--- config.mk ---
export PLATFORM = sky130hd
export DESIGN_NAME = seg7_capture_decode
export DESIGN_NICKNAME = d
export VERILOG_FILES = /design/src/rtl/seg7_capture_decode.sv
export SDC_FILE = /design/constraint.sdc
export NUM_CORES = 1
export LEC_CHECK = 0
export ABC_CLOCK_PERIOD_IN_PS = 2640
export CORE_MARGIN = 5
export CORE_UTILIZATION = 30
export DETAILED_ROUTE_END_ITERATION = 8
export GPL_ROUTABILITY_DRIVEN = 1
export PLACE_DENSITY = 0.53
export SYNTH_ARGS = -nofsm -noshare
export SYNTH_HDL_FRONTEND = slang
export SYNTH_SLANG_ARGS = --single-unit
--- constraint.sdc ---
create_clock -name clk -period 2.64 [get_ports clk]
set_clock_uncertainty 0.2 [all_clocks]
set_input_delay 0.528 -clock clk [delete_from_list [all_inputs] [get_ports clk]]
set_output_delay 0.528 -clock clk [all_outputs]
set_load 0.005 [all_outputs]
--- src/rtl/seg7_capture_decode.sv ---
// Seven-segment capture/decode monitor: filters an active-low segment bus for stability and decodes it.
// Optional invalid-commit counter enabled by defining SEG7_ERR_CNT_EN.
module seg7_capture_decode #(
  parameter int STABLE_CYCLES = 4
`ifdef SEG7_ERR_CNT_EN
  , parameter int ERR_W = 8
`endif
) (
  input  logic             clk,
  input  logic             reset,
  input  logic [7:0]       seg_in,
  input  logic             sample_en,
`ifdef SEG7_ERR_CNT_EN
  output logic [ERR_W-1:0] err_count,
`endif
  output logic [3:0]       bcd_out,
  output logic             dot_out,
  output logic             blank_out,
  output logic             invalid_out,
  output logic             update_pulse,
  output logic             locked
);

  localparam int CW = $clog2(STABLE_CYCLES + 1);
  localparam logic [CW-1:0] STABLE_C = CW'(STABLE_CYCLES);

  typedef enum logic [1:0] {IDLE, SETTLE, LOCKED} state_t;

  state_t          state_q;
  logic [7:0]      cand_q;
  logic [7:0]      last_q;
  logic            last_vld_q;
  logic [CW-1:0]   cnt_q;

  logic            take_new_d;
  logic            settle_step_d;
  logic            commit_d;
  logic            pulse_d;
  logic [7:0]      pat_d;
  logic [CW-1:0]   cnt_inc_d;
  logic [3:0]      dec_bcd_d;
  logic            dec_blank_d;
  logic            dec_inv_d;

  // A new candidate is taken from IDLE or whenever the bus differs from the held candidate.
  always_comb begin
    take_new_d    = sample_en && ((state_q == IDLE) || (seg_in != cand_q));
    settle_step_d = sample_en && !take_new_d && (state_q == SETTLE);
    cnt_inc_d     = cnt_q + 1'b1;
    pat_d         = take_new_d ? seg_in : cand_q;
    commit_d      = 1'b0;
    if (take_new_d) begin
      commit_d = (STABLE_CYCLES == 1);
    end else if (settle_step_d) begin
      commit_d = (cnt_inc_d == STABLE_C);
    end
    pulse_d = commit_d && (!last_vld_q || (pat_d != last_q));
  end

  always_comb begin
    dec_bcd_d   = 4'hE;
    dec_blank_d = 1'b0;
    dec_inv_d   = 1'b0;
    case (pat_d[6:0])
      7'h40: dec_bcd_d = 4'd0;
      7'h79: dec_bcd_d = 4'd1;
      7'h24: dec_bcd_d = 4'd2;
      7'h30: dec_bcd_d = 4'd3;
      7'h19: dec_bcd_d = 4'd4;
      7'h12: dec_bcd_d = 4'd5;
      7'h02: dec_bcd_d = 4'd6;
      7'h78: dec_bcd_d = 4'd7;
      7'h00: dec_bcd_d = 4'd8;
      7'h18: dec_bcd_d = 4'd9;
      7'h7F: begin
        dec_bcd_d   = 4'hF;
        dec_blank_d = 1'b1;
      end
      default: dec_inv_d = 1'b1;
    endcase
  end

  always_ff @(posedge clk) begin
    if (reset) begin
      state_q      <= IDLE;
      cand_q       <= 8'hFF;
      cnt_q        <= '0;
      last_q       <= 8'hFF;
      last_vld_q   <= 1'b0;
      bcd_out      <= 4'hF;
      dot_out      <= 1'b0;
      blank_out    <= 1'b1;
      invalid_out  <= 1'b0;
      update_pulse <= 1'b0;
      locked       <= 1'b0;
    end else begin
      update_pulse <= pulse_d;
      if (take_new_d) begin
        cand_q  <= seg_in;
        cnt_q   <= CW'(1);
        locked  <= 1'b0;
        state_q <= SETTLE;
      end else if (settle_step_d) begin
        cnt_q <= cnt_inc_d;
      end
      // Commit overrides the SETTLE transition and the locked clear above.
      if (commit_d) begin
        state_q     <= LOCKED;
        locked      <= 1'b1;
        bcd_out     <= dec_bcd_d;
        dot_out     <= ~pat_d[7];
        blank_out   <= dec_blank_d;
        invalid_out <= dec_inv_d;
        last_q      <= pat_d;
        last_vld_q  <= 1'b1;
      end
    end
  end

`ifdef SEG7_ERR_CNT_EN
  always_ff @(posedge clk) begin
    if (reset) begin
      err_count <= '0;
    end else if (pulse_d && dec_inv_d && (err_count != {ERR_W{1'b1}})) begin
      err_count <= err_count + 1'b1;
    end
  end
`endif

endmodule

# Word-level counts from Yosys, hierarchy flattened
# Cells that the tools add are included.
# word_totals
reg_bits	31
latch_bits	0
ram_bits	0
rom_bits	0
in_bits	11
output_inout_bits	9
elab_cells	56
memories	0
# classes
add_sub_neg	1
multipliers	0
div_mod_pow	0
n_lt_le_gt_ge	0
eq_ne	14
n_shift	0
muxes	12
n_bitwise	1
n_reduce_logical	15
# ops
operator	n
$pmux 4 s11	1
$eq 7x7->1 const B	4
$eq 7x5->1 const B	3
$ne 8x8->1	2
$eq 7x6->1 const B	2
$reduce_or 11->1	1
$mux 1	8
$mux 8	1
$eq 7x2->1 const B	1
$logic_not 7->1	1
$logic_and 1x1->1	4
$mux 2	2
$reduce_bool 2->1	2
$reduce_or 2->1	2
$add 3x1->3 const B	1
$eq 3x3->1 const B	1
$eq 2x1->1 const B	1
$logic_not 1->1	2
$logic_not 2->1	1
$logic_or 1x1->1	2
$not 1->1	1

# Logic depth before layout (Yosys ltp)
# Gate-level depths: netlist of the first run.
# depth
ltp_word	9
mapped_depth	9

# Least setup slack after synthesis of the first run
# No wires, ideal clock.
# synth_path
kind	input port to flip-flop
start	input seg_in[5]
end	register invalid_out
setup_ns	0.084
arrival_time_ns	2.100
required_time_ns	2.356
setup_slack_ns	0.255
cell_stages	8
cell_sequence	buf_6 > xor2_2 > nor4_4 > a31oi_4 > mux2i_1 > a311oi_1 > nand2_1 > o31ai_2
# synth_between
elab_chain_len	8
word_cells_on_any_way	22
cone_classes	eq/ne: 11; mux: 4; reduce/logical: 7
# synth_rtl
element	line	source
start: declaration	11	input logic [7:0] seg_in,
branches (longest 8 deep; another with $reduce_or 11->1)	--	
end signal: assignment	113	invalid_out <= dec_inv_d;
end: declaration	19	output logic invalid_out,
# Several ways; the timed one is not identified.
# A chain may end at the register's enable or synchronous reset.

# Worst setup path after layout of the first run
# Ends and elaborated chain as after synthesis.

==> results of run 1 <==
## cells in the mapped netlist, types with 2 or more instances
library cell | instances | area share, %
sky130_fd_sc_hd__ha_1 | 2 | 1.3
sky130_fd_sc_hd__buf_2 | 10 | 2.6
sky130_fd_sc_hd__nand4_1 | 5 | 1.6
sky130_fd_sc_hd__mux2i_1 | 8 | 4.2
sky130_fd_sc_hd__and3b_1 | 2 | 0.91
sky130_fd_sc_hd__nor3_1 | 6 | 1.6
sky130_fd_sc_hd__a32oi_1 | 2 | 0.91
sky130_fd_sc_hd__buf_6 | 3 | 1.8
sky130_fd_sc_hd__nand2_1 | 10 | 2.0
sky130_fd_sc_hd__xor2_1 | 13 | 5.9
sky130_fd_sc_hd__nor2_1 | 31 | 6.0
sky130_fd_sc_hd__o21bai_1 | 2 | 0.78
sky130_fd_sc_hd__o21ai_0 | 2 | 0.52
sky130_fd_sc_hd__nor4_1 | 5 | 1.6
sky130_fd_sc_hd__a311oi_1 | 2 | 0.91
sky130_fd_sc_hd__nand2b_1 | 10 | 3.3
sky130_fd_sc_hd__nand4b_1 | 2 | 0.91
sky130_fd_sc_hd__nand3_1 | 7 | 1.8
sky130_fd_sc_hd__inv_1 | 5 | 0.98
sky130_fd_sc_hd__clkbuf_1 | 8 | 1.6
sky130_fd_sc_hd__a21oi_1 | 13 | 3.4
sky130_fd_sc_hd__nor2b_1 | 5 | 1.6
sky130_fd_sc_hd__dfxtp_1 | 30 | 31
sky130_fd_sc_hd__and3_1 | 3 | 0.98
sky130_fd_sc_hd__a211o_1 | 7 | 3.2
sky130_fd_sc_hd__xnor2_1 | 7 | 3.2
sky130_fd_sc_hd__nand3b_1 | 4 | 1.6
sky130_fd_sc_hd__a211oi_1 | 3 | 1.2
## power groups by stage
| stage | combinational (mW) | clock (mW) | sequential, mW |
|---|---|---|---|
| global route | 0.207 | 0.518 | 0.483 |
| CTS | 0.183 | 0.498 | 0.481 |
| floorplan | 0.124 | 0 | 0.479 |
| finish | 0.187 | 0.480 | 0.482 |
| global placement | 0.181 | 0 | 0.491 |
| detailed placement | 0.181 | 0 | 0.492 |
## sequential cells by signal, summed over array words and instances (netlist names)
| register | count |
|---|---|
| locked | 1 |
| dot_out | 1 |
| blank_out | 1 |
| last_vld_q | 1 |
| last_q | 8 |
| cand_q | 8 |
| update_pulse | 1 |
| state_q | 1 |
| invalid_out | 1 |
| bcd_out | 4 |
| cnt_q | 3 |
## timing repair
action	4_1_cts	5_1_grt
gates resized for setup	0	10
setup endpoints to repair	0	5
buffers inserted	0	3
## path summary, 6_finish.rpt
path	from	end	slack, ps	cells after the start
hold reg to reg	dot_out	dot_out	250	2
setup reg to reg	cand_q[4]	invalid_out	180	9
hold / removal	dot_out	dot_out	250	2
setup / recovery	seg_in[5]	invalid_out	90	10
## worst reg2reg max path, delay by kind of cell, from the launching register on
kind	cells	cell delay, ps
buffers and inverters	2	360
flip-flops	1	560
AO/OA/AOI/OAI	3	560
multiplexers	1	150
XOR/XNOR	1	150
AND/OR/NAND/NOR	2	420
## per-stage QoR
stage | setup TNS (ps) | total power, mW | cells | hold slack, ps | utilization (%)
global route | -40.9 | 1.21 | 353 | 280 | 40.8
floorplan | 0 | 0.603 | 231 | 227 | -
finish | 0 | 1.15 | 353 | 253 | 40.8
global placement | -2550 | 0.672 | 343 | 245 | 38.0
detailed placement | -2410 | 0.673 | 343 | 248 | 38.0
CTS | 0 | 1.16 | 350 | 257 | 39.8
## metal layers
metal / wire (um) / global-route usage, % / share of wire (%) / up-vias
li1: - / - / - / 905
met1: 2290 / 16.2 / 45 / 826
met2: 2490 / 22.3 / 49 / 35
met3: 205 / 2.75 / 4.1 / 5
met4: 56 / 4.09 / 1.1 / 0
met5: 0 / 0 / 0 / -
## logic make-up (layout without fill, tap and decap cells)
group,count (synthesis),after routing
AOI/OAI and AO/OA,41,41
xor gates and xnor gates,21,21
adders and majority gates,2,2
buffers and inverters,26,71
DFF,30,30
muxes,8,8
and+or+nand+nor,103,103
## cell type report
| cell class | count | area (um^2) |
|---|---|---|
| clock inverter | 1 | 30.0 |
| sequential | 30 | 601 |
| multi-input combinational | 175 | 1210 |
| clock buffer | 6 | 82.6 |
| timing repair buffer | 59 | 518 |
| inverter | 5 | 18.8 |
| tap | 77 | 96.3 |
| fill | 667 | 3720 |
==> results.sh, run 1 <==
export IMPL_timing_critical_path_to_type="register"
export IMPL_yosys_area_share_simple_pct=30.7
export IMPL_power_switching_mw=0.292
export IMPL_final_max_slew_violation_count=0
export IMPL_yosysWarnings=0
export IMPL_final_critical_path_setup_slack_ps=90.6
export IMPL_row_count=29
export IMPL_synth_compound_area_share_pct=15.8
export IMPL_switching_share_pct=25.4
export IMPL_dpl_instance_area_mm2=0.00239
export IMPL_cts_path_max_buffers=2
export IMPL_comb_power_share_pct=16.3
export IMPL_synth_edff_count=0
export IMPL_vias=1771
export IMPL_synth_area_per_cell_um2=8.33
export IMPL_leading_cell_types_in_the_layout_fill_and_taps_excluded="sky130_fd_sc_hd__buf_4 (39), sky130_fd_sc_hd__nor2_1 (31), sky130_fd_sc_hd__dfxtp_1 (30)"
export IMPL_syn_nets=244
export IMPL_seqPwrFrac_pct=41.9
export IMPL_finalHoldViolCount=0
export IMPL_cts_sinks=30
export IMPL_worst_path_buf_inv=3
export IMPL_final_period_utilization_pct=96.6
export IMPL_routedWlPerCell_um=14.3
export IMPL_drt_drc_violations_left=0
export IMPL_timing_critical_path_max_delay_family="buffers and inverters"
export IMPL_power_per_cell_area_mw_per_mm2=449
export IMPL_track_usage_pct=13.0
export IMPL_place_congestion=0.885
export IMPL_startpoint_type="input port"
export IMPL_netlist_area_mm2=0.00192
export IMPL_yosysSeqAreaShare_pct=31.2
export IMPL_port_buffers=19
export IMPL_dieArea_mm2=0.00812
export IMPL_cts_buffers=5
export IMPL_run_status="completed"
export IMPL_ctsHtreeMaxLevel=2
export IMPL_worstPathMaxFanout=4
export IMPL_synthXorXnorAreaFrac_pct=9.95
export IMPL_setup_violations_final=0
export IMPL_grt_antenna_before_repair=0
export IMPL_areaGrowthSynthToFinish_pct=33.0
export IMPL_maximum_capacitance_violations=0
export IMPL_worst_setup_hold_path_clk_slew_ps=70
export IMPL_tritoncts="done"
export IMPL_die_height_um=90.1
export IMPL_first_iter_violations=92
export IMPL_ctsHoldBuffers=0
export IMPL_dpl_hpwl_um=3800
export IMPL_synth_cell_types=52
export IMPL_ant_nets=0
export IMPL_max_freq_mhz=392
export IMPL_power_leakage_nw=1.08
export IMPL_vdd_drop_max_mv=0.268
export IMPL_clock_power_share_pct=41.8
export IMPL_cell_internal_pwr_mw=0.857
export IMPL_cp_data_arrival_time_ps=2560
export IMPL_wire_length_of_the_first_global_routing_pass_um=8630
export IMPL_netlist_instances=231
export IMPL_worstMarginPinSlew_ps=434
export IMPL_drt_pass1_iter_count=4
export IMPL_critical_path_required_ps=2650
export IMPL_post_synth_adder_cell_area_pct=1.30
export IMPL_routed_wirelength_um=5040
export IMPL_synth_top_family_by_area="simple AND/OR/NAND/NOR gates"
export IMPL_coreArea_mm2=0.00628
export IMPL_nets=289
export IMPL_dp_worst_setup_slack_ps=-223
export IMPL_clkLatencyLatePin_ps=280
export IMPL_antenna_cells_inserted=0
export IMPL_hp_class="reg2reg"
export IMPL_critical_path_most_common_cell="sky130_fd_sc_hd__buf_4"
export IMPL_postSynth_topFlopCell="sky130_fd_sc_hd__dfxtp_1"
export IMPL_grt_pass1_vias=1763
export IMPL_crit_path_max_incr_delay_ps=460
export IMPL_final_period_minus_worst_setup_slack_ps=2550
export IMPL_initial_standard_cell_utilization_of_the_core_pct=30.7
export IMPL_setup_worst_path_class="in2reg"
export IMPL_gr_overflow_total=0
export IMPL_slew_headroom_pct=70.7
export IMPL_cpMaxStageDelayCell="sky130_fd_sc_hd__clkdlybuf4s50_1"
export IMPL_cts_root_buf="sky130_fd_sc_hd__clkbuf_8"
export IMPL_die_width_um=90.1
export IMPL_crit_path_cells="clkdlybuf4s50_1 > xor2_2 > nor4_4 > buf_4 > a31oi_4 > mux2i_1 > a311oi_1 > buf_4 > nand2_1 > o31ai_2"
export IMPL_post_route_cell_area_mm2=0.00256
export IMPL_layout_commonest_cell="sky130_fd_sc_hd__buf_4"
export IMPL_vias_per_cell=5.02
export IMPL_grt_start_max_net_pins=30
export IMPL_final_layout_size_suffix_gt1_share_pct=21.7
export IMPL_multiplexer_share_of_the_synthesized_area_pct=4.16
export IMPL_asyncSetResetFlopFracSynth_pct=0
export IMPL_boundaryPins=20
export IMPL_synth_seq_cells=30
(Power assumes the default switching activity.)
==> inputs of run 2 (changes only) <==
- GPL_TIMING_DRIVEN: not set -> 0
- SKIP_CTS_REPAIR_TIMING: not set -> 1
==> run 2 against run 1 <==
Critical path type unchanged. Worst hold slack hardly changed. Clock power fell by 16%. Critical endpoint unchanged. Utilization shrank 4.9 points. Routed wire length is 0.99% lower. Via count down 5.6%. Highest routed layer unchanged. Worst setup slack worse by 25 ps.
==> results.sh, run 2 (same netlist as run 1, synthesis figures left out) <==
export IMPL_areaGrowthSynthToFinish_pct=17.0
export IMPL_final_period_minus_worst_setup_slack_ps=2570
export IMPL_cts_path_max_buffers=2
export IMPL_reg_top3="cand_q (8), last_q (8), bcd_out (4)"
export IMPL_tritoncts="done"
export IMPL_startpoint_type="input port"
export IMPL_dp_worst_setup_slack_ps=-466
export IMPL_routed_wirelength_um=4990
export IMPL_setup_worst_path_class="in2reg"
export IMPL_slew_headroom_pct=52.5
export IMPL_final_period_utilization_pct=97.5
export IMPL_coreArea_mm2=0.00628
export IMPL_finalHoldViolCount=0
export IMPL_layout_commonest_cell="sky130_fd_sc_hd__nor2_1"
export IMPL_gr_overflow_total=0
export IMPL_vias=1672
export IMPL_die_width_um=90.1
export IMPL_final_max_slew_violation_count=0
export IMPL_drt_pass1_iter_count=4
export IMPL_place_congestion=0.966
export IMPL_port_buffers=11
export IMPL_final_critical_path_setup_slack_ps=65.1
export IMPL_seqCellArea_um2=601
export IMPL_clkLatencyLatePin_ps=290
export IMPL_boundaryPins=20
export IMPL_drt_drc_violations_left=0
export IMPL_ant_nets=0
export IMPL_num_fill_cells=677
export IMPL_run_status="completed"
export IMPL_timing_critical_path_to_type="register"
export IMPL_worst_setup_hold_path_clk_slew_ps=70
export IMPL_setup_violations_final=0
export IMPL_cp_data_arrival_time_ps=2590
export IMPL_power_per_cell_area_mw_per_mm2=461
export IMPL_maximum_capacitance_violations=0
export IMPL_worstMarginPinSlew_ps=703
export IMPL_leading_cell_types_in_the_layout_fill_and_taps_excluded="sky130_fd_sc_hd__nor2_1 (31), sky130_fd_sc_hd__dfxtp_1 (30), sky130_fd_sc_hd__a21oi_1 (13)"
export IMPL_power_leakage_nw=0.852
export IMPL_setup_tns_ps=0
export IMPL_grt_start_max_net_pins=11
export IMPL_critical_path_required_ps=2650
export IMPL_hp_class="reg2reg"
export IMPL_multi_input_area_mm2=0.00121
export IMPL_initial_standard_cell_utilization_of_the_core_pct=30.7
export IMPL_first_iter_violations=98
export IMPL_post_layout_total_power_mw=1.04
export IMPL_ctsHtreeMaxLevel=2
export IMPL_grt_antenna_before_repair=0
export IMPL_die_height_um=90.1
export IMPL_routedWlPerCell_um=15.3
export IMPL_grt_pass1_vias=1602
export IMPL_row_count=29
export IMPL_final_util_pct=35.9
export IMPL_antenna_cells_inserted=0
export IMPL_vdd_drop_max_mv=0.337
export IMPL_cts_sinks=30
export IMPL_cts_buffers=5
export IMPL_vias_per_cell=5.11
export IMPL_dpl_hpwl_um=3660
export IMPL_final_layout_size_suffix_gt1_share_pct=14.0
export IMPL_wire_length_of_the_first_global_routing_pass_um=8250
export IMPL_cts_root_buf="sky130_fd_sc_hd__clkbuf_8"
export IMPL_max_freq_mhz=388
export IMPL_worstPathMaxFanout=5
export IMPL_nets=262
export IMPL_track_usage_pct=12.4
export IMPL_dieArea_mm2=0.00812
export IMPL_grt_setup_unrepaired="false"
==> run 2: cell types whose count changed in the layout (fill, tap and decap cells not counted), moves of 2 or more <==
cell                              change
sky130_fd_sc_hd__buf_2               +10
sky130_fd_sc_hd__buf_4               -38
sky130_fd_sc_hd__buf_6                +3
sky130_fd_sc_hd__clkbuf_1             +7
sky130_fd_sc_hd__clkdlybuf4s50_1      -2
sky130_fd_sc_hd__dlymetal6s2s_1       -6
==> run 2: area by class of cell <==
type	count	area share (%)
buffer	20	4.89
sequential	30	26.7
inverter	5	0.834
clock inverter	2	0.556
tap	77	4.28
timing repair buffer	12	5.23
clock buffer	6	3.67
multi-input combinational	175	53.9
==> run 2: metal layers <==
| layer | track usage, % | part of all wire, % |
|---|---|---|
| met3 | 2.92 | 3.0 |
| met4 | 3.97 | 1.5 |
| met1 | 17.0 | 50 |
| met5 | 0 | 0 |
| met2 | 19.2 | 46 |
==> run 2: worst paths after layout <==
kind | startpoint | to | slack, ps | cells after the start
setup / recovery | seg_in[7] | invalid_out | 70 | 9
hold / removal | dot_out | dot_out | 250 | 2
setup reg to reg | cand_q[0] | bcd_out[3] | 250 | 8
hold reg to reg | dot_out | dot_out | 250 | 2
==> run 2: where the power goes <==
group	switching (mW)	internal (mW)	leakage, nW	total [mW]
clock	0.195	0.209	0.0472	0.405
sequential	0.00861	0.462	0.245	0.471
combinational	0.100	0.0624	0.560	0.162
total	0.304	0.734	0.852	1.04
==> run 2: critical path, stage by stage <==
cell                              delay [ps]
sky130_fd_sc_hd__clkdlybuf4s50_1         540
sky130_fd_sc_hd__xor2_2                  230
sky130_fd_sc_hd__nor4_4                   50
sky130_fd_sc_hd__buf_4                   170
sky130_fd_sc_hd__and3_4                  180
sky130_fd_sc_hd__a211o_1                 270
sky130_fd_sc_hd__a211oi_2                300
sky130_fd_sc_hd__nand2_1                 140
sky130_fd_sc_hd__o31ai_2                 180
==> run 2: metrics by stage <==
stage               std cells  hold slack (ps)  area (um^2)
floorplan                 231              227         1920
global placement          319              239         2130
detailed placement        319              247         2130
CTS                       327              258         2230
global route              327              284         2250
finish                    327              253         2250
